[src/rtl/div_arbiter_if.sv]
// rtl/div_arbiter_if.sv - requester and divider signal bundle for div_arbiter
interface div_arbiter_if #(
  parameter int WIDTH     = 16,
  parameter int RES_WIDTH = 12
);
  logic                 req1;
  logic [WIDTH-1:0]     dividend1;
  logic [WIDTH-1:0]     divisor1;
  logic                 req2;
  logic [WIDTH-1:0]     dividend2;
  logic [WIDTH-1:0]     divisor2;
  logic                 gnt1;
  logic                 gnt2;
  logic [RES_WIDTH-1:0] res;
  logic                 res_valid1;
  logic                 res_valid2;
  logic                 res_err;
  logic                 div_en;
  logic                 div_select;
  logic [WIDTH-1:0]     div_dividend;
  logic [WIDTH-1:0]     div_divisor;
  logic                 div_busy;
  logic                 div_ready;
  logic [RES_WIDTH-1:0] div_res;

  // arbiter side
  modport master (
    input  req1, dividend1, divisor1, req2, dividend2, divisor2,
    input  div_busy, div_ready, div_res,
    output gnt1, gnt2, res, res_valid1, res_valid2, res_err,
    output div_en, div_select, div_dividend, div_divisor
  );

  // requesters plus divider side
  modport slave (
    output req1, dividend1, divisor1, req2, dividend2, divisor2,
    output div_busy, div_ready, div_res,
    input  gnt1, gnt2, res, res_valid1, res_valid2, res_err,
    input  div_en, div_select, div_dividend, div_divisor
  );
endinterface

[src/rtl/div_arbiter.sv]
// rtl/div_arbiter.sv - round-robin sharing of one divider between speed and average-speed requesters
module div_arbiter #(
  parameter int WIDTH     = 16,
  parameter int RES_WIDTH = 12,
  parameter int TIMEOUT   = 64,
  parameter int TO_WIDTH  = 7
) (
  input logic           clock,
  input logic           reset,
  div_arbiter_if.master bus
);
  localparam logic [1:0] S_IDLE   = 2'd0;
  localparam logic [1:0] S_LAUNCH = 2'd1;
  localparam logic [1:0] S_WAIT   = 2'd2;
  localparam logic [1:0] S_DONE   = 2'd3;

  localparam logic [TO_WIDTH-1:0]  TO_LAST = TO_WIDTH'(TIMEOUT - 1);
  localparam logic [TO_WIDTH-1:0]  TO_ONE  = TO_WIDTH'(1);
  localparam logic [RES_WIDTH-1:0] RES_ERR = {RES_WIDTH{1'b1}};

  logic [1:0]           state;
  logic                 last_was2;
  logic                 err_q;
  logic [RES_WIDTH-1:0] cap_q;
  logic [TO_WIDTH-1:0]  wait_cnt;
  logic                 gnt1_q;
  logic                 gnt2_q;
  logic                 rv1_q;
  logic                 rv2_q;
  logic                 res_err_q;
  logic                 div_en_q;
  logic                 sel_q;
  logic [RES_WIDTH-1:0] res_q;
  logic [WIDTH-1:0]     dd_q;
  logic [WIDTH-1:0]     dv_q;
  logic                 pick2;

  // requester 2 wins when alone, or on a tie when requester 1 was served last
  assign pick2 = bus.req2 && (!bus.req1 || !last_was2);

  // arbitration, operand latching, divider launch, completion/timeout watch
  always_ff @(posedge clock or negedge reset) begin
    if (!reset) begin
      state     <= S_IDLE;
      last_was2 <= 1'b1;  // behave as if requester 2 went last so requester 1 wins the first tie
      err_q     <= 1'b0;
      cap_q     <= '0;
      wait_cnt  <= '0;
      gnt1_q    <= 1'b0;
      gnt2_q    <= 1'b0;
      rv1_q     <= 1'b0;
      rv2_q     <= 1'b0;
      res_err_q <= 1'b0;
      div_en_q  <= 1'b0;
      sel_q     <= 1'b0;
      res_q     <= '0;
      dd_q      <= '0;
      dv_q      <= '0;
    end else begin
      gnt1_q   <= 1'b0;
      gnt2_q   <= 1'b0;
      rv1_q    <= 1'b0;
      rv2_q    <= 1'b0;
      div_en_q <= 1'b0;
      case (state)
        S_IDLE: begin
          if (bus.req1 || bus.req2) begin
            if (pick2) begin
              gnt2_q <= 1'b1;
              sel_q  <= 1'b1;
              dd_q   <= bus.dividend2;
              dv_q   <= bus.divisor2;
            end else begin
              gnt1_q <= 1'b1;
              sel_q  <= 1'b0;
              dd_q   <= bus.dividend1;
              dv_q   <= bus.divisor1;
            end
            state <= S_LAUNCH;
          end
        end
        S_LAUNCH: begin
          wait_cnt <= '0;
          // a zero divisor never reaches the divider
          if (dv_q == '0) begin
            cap_q <= RES_ERR;
            err_q <= 1'b1;
            state <= S_DONE;
          end else begin
            div_en_q <= 1'b1;
            state    <= S_WAIT;
          end
        end
        S_WAIT: begin
          wait_cnt <= wait_cnt + TO_ONE;
          // wait_cnt == 0 is the cycle div_en is still visible, so a stale ready is ignored
          if (bus.div_ready && (wait_cnt != '0)) begin
            cap_q <= bus.div_res;
            err_q <= 1'b0;
            state <= S_DONE;
          end else if (wait_cnt == TO_LAST) begin
            cap_q <= RES_ERR;
            err_q <= 1'b1;
            state <= S_DONE;
          end
        end
        default: begin
          res_q     <= cap_q;
          res_err_q <= err_q;
          rv1_q     <= !sel_q;
          rv2_q     <= sel_q;
          last_was2 <= sel_q;
          state     <= S_IDLE;
        end
      endcase
    end
  end

  assign bus.gnt1         = gnt1_q;
  assign bus.gnt2         = gnt2_q;
  assign bus.res          = res_q;
  assign bus.res_valid1   = rv1_q;
  assign bus.res_valid2   = rv2_q;
  assign bus.res_err      = res_err_q;
  assign bus.div_en       = div_en_q;
  assign bus.div_select   = sel_q;
  assign bus.div_dividend = dd_q;
  assign bus.div_divisor  = dv_q;
endmodule

[src/flat_wrapper.sv]
// flat-port wrapper written by rule: the top's interface ports become plain ports
module div_arbiter_flat 
#(
  parameter int WIDTH     = 16,
  parameter int RES_WIDTH = 12,
  parameter int TIMEOUT   = 64,
  parameter int TO_WIDTH  = 7
)
  (clock, reset, bus_req1, bus_dividend1, bus_divisor1, bus_req2, bus_dividend2, bus_divisor2, bus_div_busy, bus_div_ready, bus_div_res, bus_gnt1, bus_gnt2, bus_res, bus_res_valid1, bus_res_valid2, bus_res_err, bus_div_en, bus_div_select, bus_div_dividend, bus_div_divisor);
  div_arbiter_if #(.WIDTH(WIDTH), .RES_WIDTH(RES_WIDTH)) bus_i ();
  input logic clock;
  input logic reset;
  input wire logic [$bits(bus_i.req1)-1:0] bus_req1;
  input wire logic [$bits(bus_i.dividend1)-1:0] bus_dividend1;
  input wire logic [$bits(bus_i.divisor1)-1:0] bus_divisor1;
  input wire logic [$bits(bus_i.req2)-1:0] bus_req2;
  input wire logic [$bits(bus_i.dividend2)-1:0] bus_dividend2;
  input wire logic [$bits(bus_i.divisor2)-1:0] bus_divisor2;
  input wire logic [$bits(bus_i.div_busy)-1:0] bus_div_busy;
  input wire logic [$bits(bus_i.div_ready)-1:0] bus_div_ready;
  input wire logic [$bits(bus_i.div_res)-1:0] bus_div_res;
  output wire logic [$bits(bus_i.gnt1)-1:0] bus_gnt1;
  output wire logic [$bits(bus_i.gnt2)-1:0] bus_gnt2;
  output wire logic [$bits(bus_i.res)-1:0] bus_res;
  output wire logic [$bits(bus_i.res_valid1)-1:0] bus_res_valid1;
  output wire logic [$bits(bus_i.res_valid2)-1:0] bus_res_valid2;
  output wire logic [$bits(bus_i.res_err)-1:0] bus_res_err;
  output wire logic [$bits(bus_i.div_en)-1:0] bus_div_en;
  output wire logic [$bits(bus_i.div_select)-1:0] bus_div_select;
  output wire logic [$bits(bus_i.div_dividend)-1:0] bus_div_dividend;
  output wire logic [$bits(bus_i.div_divisor)-1:0] bus_div_divisor;
  assign bus_i.req1 = bus_req1;
  assign bus_i.dividend1 = bus_dividend1;
  assign bus_i.divisor1 = bus_divisor1;
  assign bus_i.req2 = bus_req2;
  assign bus_i.dividend2 = bus_dividend2;
  assign bus_i.divisor2 = bus_divisor2;
  assign bus_i.div_busy = bus_div_busy;
  assign bus_i.div_ready = bus_div_ready;
  assign bus_i.div_res = bus_div_res;
  assign bus_gnt1 = bus_i.gnt1;
  assign bus_gnt2 = bus_i.gnt2;
  assign bus_res = bus_i.res;
  assign bus_res_valid1 = bus_i.res_valid1;
  assign bus_res_valid2 = bus_i.res_valid2;
  assign bus_res_err = bus_i.res_err;
  assign bus_div_en = bus_i.div_en;
  assign bus_div_select = bus_i.div_select;
  assign bus_div_dividend = bus_i.div_dividend;
  assign bus_div_divisor = bus_i.div_divisor;
  div_arbiter #(.WIDTH(WIDTH), .RES_WIDTH(RES_WIDTH), .TIMEOUT(TIMEOUT), .TO_WIDTH(TO_WIDTH)) u_core (.clock(clock), .reset(reset), .bus(bus_i));
endmodule
[config.mk]
export PLATFORM = sky130hd
export DESIGN_NAME = div_arbiter_flat
export DESIGN_NICKNAME = d
export VERILOG_FILES = /design/src/rtl/div_arbiter_if.sv /design/src/rtl/div_arbiter.sv /design/src/flat_wrapper.sv
export SDC_FILE = /design/constraint.sdc
export NUM_CORES = 1
export LEC_CHECK = 0
export ABC_CLOCK_PERIOD_IN_PS = 4070
export CAP_MARGIN = 20
export CORE_ASPECT_RATIO = 0.5
export CORE_MARGIN = 3
export CORE_UTILIZATION = 47
export CTS_CLUSTER_DIAMETER = 30
export DETAILED_ROUTE_END_ITERATION = 10
export HOLD_SLACK_MARGIN = 0.15
export PLACE_DENSITY = 0.91
export SYNTH_ARGS = -nofsm -noshare
export SYNTH_HDL_FRONTEND = slang
export SYNTH_SLANG_ARGS = --single-unit
[constraint.sdc]
create_clock -name clock -period 4.07 [get_ports clock]
set_clock_uncertainty 0.2 [all_clocks]
set_input_delay 0.6105 -clock clock [delete_from_list [all_inputs] [get_ports clock]]
set_output_delay 0.6105 -clock clock [all_outputs]
set_load 0.1 [all_outputs]
=== Word-level counts from Yosys, hierarchy flattened ===
Cells that the tools add are included.

* Bits in registers: 74
* Input port bits: 82
* Output and inout bits: 51
* Logic and storage cells: 63

* Add/sub/neg operators: 1
* Equal/unequal tests: 6
* Muxes and demuxes: 26
* Reductions and logical operators: 15

{| class="wikitable"
|+ Operator list
! operator !! number
|-
| $mux W12 || 3
|-
| $mux W16 || 2
|-
| $pmux W12 S2 || 1
|-
| $logic_not A16 Y1 || 1
|-
| $mux W1 || 14
|-
| $pmux W7 S2 || 1
|-
| $add A7 B1 Y7 const B || 1
|-
| $eq A7 B6 Y1 const B || 1
|-
| $reduce_bool A7 Y1 || 1
|-
| $mux W2 || 3
|-
| $pmux W2 S3 || 1
|-
| $ne A2 B1 Y1 const B || 2
|-
| $reduce_and A2 Y1 || 2
|-
| $logic_not A1 Y1 || 3
|-
| $ne A3 B1 Y1 const B || 1
|-
| $reduce_and A3 Y1 || 1
|-
| $reduce_or A3 Y1 || 1
|-
| $eq A2 B1 Y1 const B || 1
|-
| $eq A2 B2 Y1 const B || 1
|-
| $logic_and A1 B1 Y1 || 2
|-
| $logic_not A2 Y1 || 1
|-
| $logic_or A1 B1 Y1 || 2
|-
| $pmux W1 S2 || 1
|-
| $reduce_bool A2 Y1 || 1
|}

=== Depth between registers and ports, before layout ===
* Depth after elaboration: 6
* Mapped depth: 8
* Mapped depth without buffers: 6

=== Least setup slack after synthesis ===
Ideal clock, no wire load.

* Path kind: flip-flop to flip-flop
* Start point: register u_core.dv_q[13] (netlist: u_core.bus.div_divisor[13])
* End point: register u_core.cap_q[10]
* Setup time: 134 ps
* Data arrival time: 1,892 ps
* Required time: 3,736 ps
* Setup slack: 1,843 ps
* Cell stages (with the launch flop): 6
* Buffers on the path: 1
* Period minus slack after synthesis: 2,227 ps
* Cell sequence: dfrtp_1 nor4_1 a41oi_1 nor3b_4 buf_6 a221oi_2

* Word-level cells in the longest chain between the ends: 3

{| class="wikitable"
|+ RTL lines
! element !! line !! RTL
|-
| from (decl) || div_arbiter.sv:35 || <nowiki>logic [WIDTH-1:0] dv_q;</nowiki>
|-
| from (signal assigned) || div_arbiter.sv:72 || <nowiki>dv_q <= bus.divisor2;</nowiki>
|-
| from (signal assigned) || div_arbiter.sv:77 || <nowiki>dv_q <= bus.divisor1;</nowiki>
|-
| $logic_not A16 Y1 || div_arbiter.sv:85 || <nowiki>if (dv_q == '0) begin</nowiki>
|-
| $ne A2 B1 Y1 (no source line) || - ||
|-
| $reduce_and A3 Y1 (no source line) || - ||
|-
| to (signal assigned) || div_arbiter.sv:98 || <nowiki>cap_q <= bus.div_res;</nowiki>
|-
| to (decl) || div_arbiter.sv:24 || <nowiki>logic [RES_WIDTH-1:0] cap_q;</nowiki>
|}

Every way passes these cells.
A chain may end at the register's enable or synchronous reset.

=== Final worst setup path ===
* Start point: register u_core.sel_q (netlist: u_core.bus.div_select)
* End point: output bus_div_select

{| class="wikitable"
|+ RTL lines
! element !! line !! RTL
|-
| from (decl) || div_arbiter.sv:32 || <nowiki>logic sel_q;</nowiki>
|-
| from (signal assigned) || div_arbiter.sv:55 || <nowiki>sel_q <= 1'b0;</nowiki>
|-
| from (signal assigned) || div_arbiter.sv:70 || <nowiki>sel_q <= 1'b1;</nowiki>
|-
| from (signal assigned) || div_arbiter.sv:75 || <nowiki>sel_q <= 1'b0;</nowiki>
|-
| to (decl) || flat_wrapper.sv:29 || <nowiki>output wire logic [$bits(bus_i.div_select)-1:0] bus_div_select;</nowiki>
|}

No word-level cell between the ends.

==> flow_metrics.py <==
metrics = {
    "worst_setup_path": {
        "cp.arrival_ns": 1.95,
        "slowest_delay_ns": 1.18,
        "rr_worst_depth": 4,
        "rr_startpoint": "u_core.bus.div_divisor[1]$_DFFE_PN0P_",
        "critPathBufInv": 1,
        "cp.depth": 1,
        "startpoint_type": "flip-flop",
        "crit_family": "buffers and inverters",
        "r2r-end": "u_core.cap_q[1]$_DFFE_PN0P_",
        "crit_path_top_delay_cell": "clkdlybuf4s50_1",
        "r2r_slack_ns": 1.38,
        "startpoint": "u_core.bus.div_select$_DFFE_PN0P_",
        "cp_max_fo": 4,
        "cp-end-kind": "output pin",
        "cp_data_required_time_ns": 3.26,
        "crit_type": "reg -> out",
        "cp-endpoint": "bus_div_select",
        "path_cells": "clkdlybuf4s50_1",
    },
    "route": {
        "wirelength_um": 10450,
        "ant_nets": 0,
        "firstDrtPassIters": 7,
        "via_per_inst": 5.839,
        "wl_per_cell_um": 20.34,
        "post-route-drc-count": 0,
        "drtIter0Drc": 429,
        "vias": 3001,
    },
    "clock_network": {
        "cts_tree": "done",
        "clockBufferDepth": 2,
        "cts_made_buffers": 9,
        "numClockSinks": 74,
        "postCtsSetupRepairBufs": 0,
        "cts_resized": 0,
        "clk_pin_slew_ns": 0.06,
        "clock_latency_ns": 0.33,
        "hold_buffers": 0,
        "cts_max_level": 3,
        "cts_root_buf": "clkbuf_16",
    },
    "job": {
        "drv_cap": 0,
    },
    "floorplanning": {
        "dieArea_sq_um": 8159,
        "die_y_um": 65.39,
        "ios": 133,
        "fp.dieW_um": 124.8,
        "fp.coreArea_sq_um": 6431,
        "rows": 20,
        "start_util_pct": 51.56,
    },
    "timing": {
        "drv_slew": 0,
        "slew_headroom_pct": 31.01,
        "setup_viol_count_final": 0,
        "rsz0062_at_grt": "no",
        "setup_tns_ns": 0,
        "hold_viol": 0,
        "fin_crit_ns": 2.757,
        "period_share_pct": 67.74,
        "fmax_ghz": 0.3627,
        "tightest_slew_ns": 1.032,
        "fin_hold_ws_ns": 0.1778,
    },
    "synthesis": {
        "synth_edf_count": 0,
        "yosysMostFrequentCell": "dfrtp_1",
        "synthCells": 292,
        "yosys.area.top_type_share_pct": 55.09,
        "ys.warnings.count": 0,
        "netlist_area_sq_um": 3316,
        "async_flop_share_pct": 100.0,
        "synth_ff_type": "dfrtp_1",
        "synth-seq-cells": 74,
        "synth-seq-area-share_pct": 55.89,
        "synth_top_cells_by_count": "73 x dfrtp_1, 51 x inv_1, 30 x a222oi_1, 21 x nor2_1",
        "yosysTopAreaCell": "dfrtp_1",
        "syn_area_per_cell_sq_um": 11.36,
        "synthTopCellsByArea": "dfrtp_1 55%, a222oi_1 9.1%, inv_1 5.8%",
        "synth_fp_nets": 380,
        "synthDistinctLibCells": 35,
    },
    "finish": {
        "final_util_pct": 78.48,
        "postLayoutCellArea_sq_um": 5047,
        "final_nets": 509,
        "fillers": 356,
        "antenna_cells": 0,
        "layout-drive-gt1-share_pct": 11.97,
        "area_growth_pct": 52.23,
    },
    "global_routing": {
        "grt-ovfl-total": 0,
        "grt_max_degree": 39,
        "grt_pass1_vias": 3205,
        "grt_pass1_wl_um": 16830,
        "antenna_found_initial": 0,
        "grt_use_total_pct": 26.62,
    },
    "place": {
        "place_congestion": 0.8114,
        "placed_cell_area_sq_um": 4695,
        "hpwl_um": 6806,
        "portBuffers": 131,
    },
    "worst_hold_path": {
        "min_path_type": "in -> async",
    },
    "status": {
        "status": "finished, final reports clean",
    },
}
[layout make-up]
| cell class | count | area [sq um] | area share, % |
|---|---|---|---|
| inverters | 51 | 191.4 | 3.793 |
| multi-input cells | 148 | 1189 | 23.55 |
| repair buffers | 137 | 1351 | 26.77 |
| clock inverters | 5 | 100.1 | 1.983 |
| flip-flops and latches | 74 | 1853 | 36.71 |
| well taps | 88 | 110.1 | 2.181 |
| clock buffers | 11 | 252.7 | 5.007 |
[how the worst min path moves through the flow]
stage,from,endpoint,cells after the start,slack (ns)
5_1_grt,reset,u_core.wait_cnt[0]$_DFFE_PN0P_,1,0.23
6_report,reset,u_core.bus.div_dividend[1]$_DFFE_PN0P_,1,0.18
2_1_floorplan,reset,u_core.bus.div_dividend[0]$_DFFE_PN0P_,0,0.11
3_5_place_dp,u_core.bus.div_dividend[12]$_DFFE_PN0P_,u_core.bus.div_dividend[12]$_DFFE_PN0P_,2,0.30
4_1_cts,reset,u_core.bus.div_divisor[10]$_DFFE_PN0P_,1,0.19
3_3_place_gp,u_core.bus.div_dividend[0]$_DFFE_PN0P_,u_core.bus.div_dividend[0]$_DFFE_PN0P_,2,0.27
[cells in the final DEF, fill, tap and decap left out, types with 2 or more instances in the layout]
| cell | Yosys | final |
|---|---|---|
| a31oi_1 | 2 | 2 |
| inv_1 | 51 | 51 |
| a222oi_1 | 30 | 30 |
| and2_1 | 2 | 2 |
| ha_1 | 6 | 6 |
| mux2_2 | 14 | 14 |
| bufinv_16 | 0 | 3 |
| nand2_1 | 10 | 10 |
| o21ai_0 | 6 | 6 |
| a21o_1 | 3 | 3 |
| buf_4 | 0 | 6 |
| nor2b_1 | 2 | 2 |
| nor3_1 | 14 | 14 |
| nor2_1 | 21 | 20 |
| clkbuf_16 | 0 | 9 |
| a221oi_1 | 3 | 3 |
| clkbuf_8 | 0 | 2 |
| nor4_1 | 5 | 5 |
| dfrtp_1 | 73 | 73 |
| a221oi_2 | 9 | 9 |
| clkinv_2 | 0 | 2 |
| clkdlybuf4s50_1 | 0 | 130 |
| nand3_1 | 3 | 3 |
| mux2i_1 | 5 | 5 |
[registers in the layout, summed over array words and instances, names as in the netlist, 2 cells and up]
signal	count
u_core.bus.div_dividend	16
u_core.cap_q	12
u_core.wait_cnt	7
u_core.state	2
u_core.bus.div_divisor	16
u_core.bus.res	12
[metrics by stage]
stage	setup WS [ns]	std cells
2_1_floorplan	1.843	292
3_3_place_gp	1.363	498
3_5_place_dp	1.324	498
4_1_cts	1.320	514
5_1_grt	1.262	514
6_report	1.313	514
[routing by layer]
layer | track usage, % | routed length [um] | vias to the layer above
met5 | 0 | 0 | -
met2 | 49.33 | 5742 | 156
met4 | 13.66 | 391 | 0
met3 | 5.925 | 554 | 42
li1 | - | - | 1314
met1 | 29.39 | 3765 | 1489
[cell families (layout without fill, tap and decap cells)]
logic type                 count (synthesis)  in the layout  share of synthesized area [%]
adders and majority gates                  6              6                          2.264
DFF                                       74             74                          55.89
xor gates and xnor gates                   1              1                         0.2642
muxes                                     19             19                          6.264
buffers and inverters                     70            204                          8.453
and+or+nand+nor                           61             61                          8.982
AOI/OAI and AO/OA                         61             61                          17.89
Power is not shown: default switching activity piles up to over one toggle a cycle in this logic, so the estimate is an artifact.
